`src/rtl/vend_session_arbiter.sv`:
```
// Round-robin session arbiter in front of a single VendingMachine core.
// Two requesters (0 = front-panel kiosk, 1 = online/app kiosk) compete for
// the core. The winner's order is latched at grant, the core is started,
// and the session ends on dispense, owner cancel or timeout. The owner then
// receives a one-cycle o_done pulse with the result.
//
// Ports:
//   i_clk, i_rst          clock, synchronous active-high reset
//   i_req[1:0]            request level per requester
//   i_cancel[1:0]         abort per requester (only the owner's bit counts)
//   i_product_code0/1     product selection per requester
//   i_online_payment0/1   online payment flag per requester
//   i_coin_value0/1       inserted coin total per requester
//   i_vm_dispense         core dispense indication
//   i_vm_return_change    core change value
//   i_vm_product_price    core price value
//   o_vm_start/o_vm_cancel              core control strobes
//   o_vm_product_code/online_payment/coin_value   latched order payload
//   o_grant[1:0]          one-hot owner, 0 when idle
//   o_done[1:0]           one-cycle completion pulse to the owner
//   o_result_ok/change/price   session result, valid with o_done
//   o_busy, o_state       session status
module vend_session_arbiter #(
    parameter int unsigned START_CYCLES   = 3,
    parameter int unsigned TIMEOUT_CYCLES = 16
) (
    input  logic       i_clk,
    input  logic       i_rst,
    input  logic [1:0] i_req,
    input  logic [1:0] i_cancel,
    input  logic [2:0] i_product_code0,
    input  logic [2:0] i_product_code1,
    input  logic       i_online_payment0,
    input  logic       i_online_payment1,
    input  logic [6:0] i_coin_value0,
    input  logic [6:0] i_coin_value1,
    input  logic       i_vm_dispense,
    input  logic [6:0] i_vm_return_change,
    input  logic [6:0] i_vm_product_price,
    output logic       o_vm_start,
    output logic       o_vm_cancel,
    output logic [2:0] o_vm_product_code,
    output logic       o_vm_online_payment,
    output logic [6:0] o_vm_coin_value,
    output logic [1:0] o_grant,
    output logic [1:0] o_done,
    output logic       o_result_ok,
    output logic [6:0] o_result_change,
    output logic [6:0] o_result_price,
    output logic       o_busy,
    output logic [2:0] o_state
);

    localparam int unsigned CNT_MAX = (START_CYCLES > TIMEOUT_CYCLES) ? START_CYCLES : TIMEOUT_CYCLES;
    localparam int unsigned CNT_W   = $clog2(CNT_MAX + 1);

    typedef enum logic [2:0] {
        ST_IDLE   = 3'd0,
        ST_START  = 3'd1,
        ST_WAIT   = 3'd2,
        ST_CANCEL = 3'd3,
        ST_DONE   = 3'd4
    } state_t;

    state_t             state, state_nxt;
    logic [CNT_W-1:0]   cnt, cnt_nxt;
    logic               last, last_nxt;
    logic [1:0]         grant, grant_nxt;
    logic [2:0]         prod, prod_nxt;
    logic               pay, pay_nxt;
    logic [6:0]         coin, coin_nxt;
    logic               start, start_nxt;
    logic               cancel, cancel_nxt;
    logic [1:0]         done, done_nxt;
    logic               res_ok, res_ok_nxt;
    logic [6:0]         res_chg, res_chg_nxt;
    logic [6:0]         res_prc, res_prc_nxt;
    logic               busy, busy_nxt;
    logic               win1;
    logic               owner_cancel;

    // State and output registers; every output is a flop.
    always_ff @(posedge i_clk) begin
        if (i_rst) begin
            state   <= ST_IDLE;
            cnt     <= '0;
            last    <= 1'b1;
            grant   <= 2'b00;
            prod    <= 3'd0;
            pay     <= 1'b0;
            coin    <= 7'd0;
            start   <= 1'b0;
            cancel  <= 1'b0;
            done    <= 2'b00;
            res_ok  <= 1'b0;
            res_chg <= 7'd0;
            res_prc <= 7'd0;
            busy    <= 1'b0;
        end else begin
            state   <= state_nxt;
            cnt     <= cnt_nxt;
            last    <= last_nxt;
            grant   <= grant_nxt;
            prod    <= prod_nxt;
            pay     <= pay_nxt;
            coin    <= coin_nxt;
            start   <= start_nxt;
            cancel  <= cancel_nxt;
            done    <= done_nxt;
            res_ok  <= res_ok_nxt;
            res_chg <= res_chg_nxt;
            res_prc <= res_prc_nxt;
            busy    <= busy_nxt;
        end
    end

    // Next-state and next-output logic. Strobes (start/cancel/done) are
    // computed for the state being entered so they are high in that state.
    always_comb begin
        state_nxt    = state;
        cnt_nxt      = cnt;
        last_nxt     = last;
        grant_nxt    = grant;
        prod_nxt     = prod;
        pay_nxt      = pay;
        coin_nxt     = coin;
        start_nxt    = 1'b0;
        cancel_nxt   = 1'b0;
        done_nxt     = 2'b00;
        res_ok_nxt   = res_ok;
        res_chg_nxt  = res_chg;
        res_prc_nxt  = res_prc;
        // With both requesting, the one not served last wins.
        win1         = i_req[1] & (~i_req[0] | ~last);
        owner_cancel = |(i_cancel & grant);

        case (state)
            ST_IDLE: begin
                if (|i_req) begin
                    state_nxt = ST_START;
                    cnt_nxt   = '0;
                    last_nxt  = win1;
                    grant_nxt = win1 ? 2'b10 : 2'b01;
                    prod_nxt  = win1 ? i_product_code1   : i_product_code0;
                    pay_nxt   = win1 ? i_online_payment1 : i_online_payment0;
                    coin_nxt  = win1 ? i_coin_value1     : i_coin_value0;
                    start_nxt = 1'b1;
                end
            end
            ST_START: begin
                if (i_vm_dispense) begin
                    state_nxt   = ST_DONE;
                    done_nxt    = grant;
                    res_ok_nxt  = 1'b1;
                    res_chg_nxt = i_vm_return_change;
                    res_prc_nxt = i_vm_product_price;
                end else if (owner_cancel) begin
                    state_nxt  = ST_CANCEL;
                    cancel_nxt = 1'b1;
                end else if (cnt == CNT_W'(START_CYCLES - 1)) begin
                    state_nxt = ST_WAIT;
                    cnt_nxt   = '0;
                end else begin
                    cnt_nxt   = cnt + CNT_W'(1);
                    start_nxt = 1'b1;
                end
            end
            ST_WAIT: begin
                if (i_vm_dispense) begin
                    state_nxt   = ST_DONE;
                    done_nxt    = grant;
                    res_ok_nxt  = 1'b1;
                    res_chg_nxt = i_vm_return_change;
                    res_prc_nxt = i_vm_product_price;
                end else if (owner_cancel || (cnt == CNT_W'(TIMEOUT_CYCLES - 1))) begin
                    state_nxt  = ST_CANCEL;
                    cancel_nxt = 1'b1;
                end else begin
                    cnt_nxt = cnt + CNT_W'(1);
                end
            end
            ST_CANCEL: begin
                // Full refund of the latched coins.
                state_nxt   = ST_DONE;
                done_nxt    = grant;
                res_ok_nxt  = 1'b0;
                res_chg_nxt = coin;
                res_prc_nxt = 7'd0;
            end
            ST_DONE: begin
                state_nxt = ST_IDLE;
                grant_nxt = 2'b00;
            end
            default: begin
                state_nxt = ST_IDLE;
                grant_nxt = 2'b00;
            end
        endcase

        busy_nxt = (state_nxt != ST_IDLE);
    end

    assign o_vm_start          = start;
    assign o_vm_cancel         = cancel;
    assign o_vm_product_code   = prod;
    assign o_vm_online_payment = pay;
    assign o_vm_coin_value     = coin;
    assign o_grant             = grant;
    assign o_done              = done;
    assign o_result_ok         = res_ok;
    assign o_result_change     = res_chg;
    assign o_result_price      = res_prc;
    assign o_busy              = busy;
    assign o_state             = state;

endmodule

```
`config.mk`:
```
export PLATFORM = sky130hd
export DESIGN_NAME = vend_session_arbiter
export DESIGN_NICKNAME = d
export VERILOG_FILES = /design/src/rtl/vend_session_arbiter.sv
export SDC_FILE = /design/constraint.sdc
export NUM_CORES = 1
export LEC_CHECK = 0
export ABC_AREA = 1
export BUFFER_PORTS_ARGS = -buffer_cell sky130_fd_sc_hd__buf_2
export CAP_MARGIN = 15
export CELL_PAD_IN_SITES_DETAIL_PLACEMENT = 1
export CELL_PAD_IN_SITES_GLOBAL_PLACEMENT = 2
export CORE_AREA = 2 2 93 95
export DETAILED_ROUTE_END_ITERATION = 7
export DIE_AREA = 0 0 95 97
export GPL_TIMING_DRIVEN = 0
export PLACE_DENSITY_LB_ADDON = 0.1
export SETUP_SLACK_MARGIN = 0.02
export SKIP_CTS_REPAIR_TIMING = 1
export SYNTH_ARGS = -nofsm -noshare
export SYNTH_HDL_FRONTEND = slang
export SYNTH_SLANG_ARGS = --single-unit
```
`constraint.sdc`:
```
create_clock -name i_clk -period 1.6 [get_ports i_clk]
set_input_delay 0.48 -clock i_clk [delete_from_list [all_inputs] [get_ports i_clk]]
set_output_delay 0.48 -clock i_clk [all_outputs]
set_load 0.01 [all_outputs]
```
==> impl_results.md <==
* Status: complete, but fails checks
* Failing checks: setup timing
* Max-slew violation count at 0
* Pre-antenna DRT Iters at 4
* Worst-path clk slew at 0.08 ns
* Tmin final at between 1.5 and 2 ns
* CTS tree: yes
* CP Class: reg2reg
* Top delay family on crit path: simple AND/OR/NAND/NOR gates
* Leak at around 1.3 nW
* Post-synthesis sequential area ratio at 0.4407
* Die height at 97 um
* TritonCTS sink count at 42
* Initial Util at 0.2346
* Num ports at 79
* FFs w/ async S/R, synth at 0
* Drt wl/cell at 12.96 um
* Final GP Congestion at 0.6882
* Total wire length at around 6 mm
* Mapped Nets at 323
* Mapped Cells at about 280
* Total grt overflow at 0
* Worst Path Required at 1.83 ns
* Area contributors post-synth: dfxtp_1 (44%), nand2_1 (14%), a21oi_1 (9.2%)
* CP endpoint kind: flip-flop
* Die area at 9215 sq um
* Internal at 1.738 mW
* DRC viols at 0
* Max stage delay on crit path at 0.39 ns
* Yosys top cell by area: dfxtp_1
* Synth top area share at 0.4407
* Post-DP HPWL at around 4.8 mm
* Clock Skews at 0.008033 ns
* Relative slew slack at 0.6057
* Sw frac at 0.3390
* Vias at ~2000
* Initial antenna violation count at 0
* Yosys cell types at 24
* Vias in the first global route at 1974
* Synth cell count leaders: nand2_1 (69), nor2_1 (45), dfxtp_1 (42), a21oi_1 (35), inv_1 (20)
* Clock Tree Root: clkbuf_8
* RSZ-0062 raised after global routing: yes
* Die X at about 95 um
* Worst-case clock buffer depth at 2
* Period Utilization, post-route at 1.008
* Pwr Total at about 2.6 mW
* Number of synthesized flops with an enable pin at 0
* Hold path startpoint: i_vm_dispense
* Worst-Margin Slew at 0.5914 ns
* Endpoints failing setup at 3
* Fraction of layout cells with a size suffix above 1 at 0.3568
* Cell with the most instances after synthesis: nand2_1
* Setup WS pre-CTS at -0.1857 ns
* Row count at 33
* Area delta synth->final at 42.82%
* Combinational Power Share at 0.264
* Clock Latency Late Sink at about 0.30 ns
* Port bufs at 77
* CP Cell Sequence: ha_4 > nand2_4 > nor2_4 > ha_4 > nand3b_1 > nand2_1 > nand2_2 > clkinv_4 > buf_12 > nand3_1 > nand2_1 > nor2_1
* Cell area after layout at roughly 2700 sq um
* Highest Clock Rate at 619.8 MHz
* Sequential power share at 0.460
* Total Routing Usage GR at 0.1364
* Mapped Area at about 1900 sq um
* Routed Antenna Nets at 0
* CTS H-tree depth at 2
* Setup WS post-layout at -0.01332 ns
* Crit path DAT at 1.84 ns
* CP Launch Type: flip-flop
* Peak supply drop at 0.0003285 V
* Initial drt markers at a little over 40
* Final hold vios at 0
* CP max FO at 7
* Cts bufs inserted at 5
* Synth warnings at 0
* Worst min path class: in2reg
* Clock power frac at 0.276
* Post-synthesis register bit count at 42
* Max stage delay cell, worst path: dfxtp_4
* Dpl cell area at 2425 sq um
* Worst r2r src: cnt[1]$_SDFFE_PP0P_
* Via density at 4.301
* Post-Syn Area per Cell at 6.888 sq um
* N_diodes at 0
* Largest net degree at the start of global routing at 16
* Fin nets at 415
* Switch Pwr at 0.8912 mW
* Buffer and inverter count on the worst path at 2
* Core area at 8134 sq um
* Worst setup path start: cnt[1]$_SDFFE_PP0P_
* First-pass GRT wire length at roughly 9.8 mm
* Power Density at between 900 and 1000 nW/um^2
* Ys flop type: dfxtp_1
* Max cap viols at 0
## cell families after synthesis
kind of cell	count (synthesis)	share of synthesized area
AO/OA/AOI/OAI	56	0.1469
buffers and inverters	35	0.07607
flip-flops	42	0.4407
AND/OR/NAND/NOR	141	0.3167
adder cells (fa/ha/maj)	3	0.01967
## flip-flops by register name, summed over array words and instances (netlist names)
register / flops
o_vm_cancel: 1
o_vm_online_payment: 1
last: 1
o_result_ok: 1
o_result_price: 7
o_grant: 2
o_busy: 1
o_result_change: 7
o_vm_product_code: 3
o_vm_coin_value: 7
cnt: 5
o_done: 2
o_state: 3
o_vm_start: 1
## cells in the final DEF (no fill, tap or decap), drive strengths merged
master    count
o21ai        21
nand3        14
nor2         47
dfxtp        42
clkinvlp      2
nand4         2
buf          90
ha            3
a21oi        35
nand2        71
inv          23
clkinv        1
nor3          6
nand3b        1
clkbuf       12
## power by group through the flow
stage	Clock [mW]	Combinational [mW]	Sequential, mW
floorplan	0	0.341	1.25
global placement	0	0.611	1.23
detailed placement	0	0.621	1.23
CTS	0.763	0.623	1.20
global route	0.806	0.794	1.22
finish	0.725	0.695	1.21
## layout make-up
| class | instances | area (sq um) |
|---|---|---|
| tap | 105 | 131.4 |
| buffer | 11 | 53.80 |
| timing repair buffer | 86 | 469.2 |
| fill | 1040 | 5409 |
| multi-input combinational | 200 | 1033 |
| clock buffer | 5 | 68.82 |
| clock inverter | 3 | 23.77 |
| inverter | 23 | 93.84 |
| sequential | 42 | 850.8 |
## worst register-to-register path: cells and delay by family (launching register included)
family                     cells  cell delay, ns
buffers and inverters          2            0.23
and+or+nand+nor                8            0.63
adders and majority gates      2            0.29
DFF                            1            0.39
## layer usage
layer / vias up / GRT usage / share of wire
met4: 0 / 0.03010 / 0.0068
met5: - / 0 / 0
li1: 1070 / - / -
met1: 923 / 0.1727 / 0.45
met2: 46 / 0.2280 / 0.50
met3: 4 / 0.03894 / 0.051
## final timing paths
path	slack, ns	cells past startpoint	to
hold / removal	0.40	2	o_state[1]$_SDFF_PP0_
setup / recovery	-0.01	12	cnt[0]$_SDFFE_PP0P_
setup reg to reg	-0.01	12	cnt[0]$_SDFFE_PP0P_
hold reg to reg	0.46	2	o_result_change[5]$_SDFFE_PP0P_
## metrics by stage
stage / hold WS (ns) / utilization / TNS [ns] / cells
global placement: 0.4458 / 0.2981 / -2.660 / 459
detailed placement: 0.4544 / 0.2981 / -3.366 / 459
CTS: 0.4002 / 0.3095 / -0.9740 / 467
floorplan: 0.4419 / - / 0 / 277
global route: 0.3939 / 0.3350 / -0.5099 / 475
finish: 0.3993 / 0.3350 / -0.01984 / 475
(Power assumes the default switching activity.)
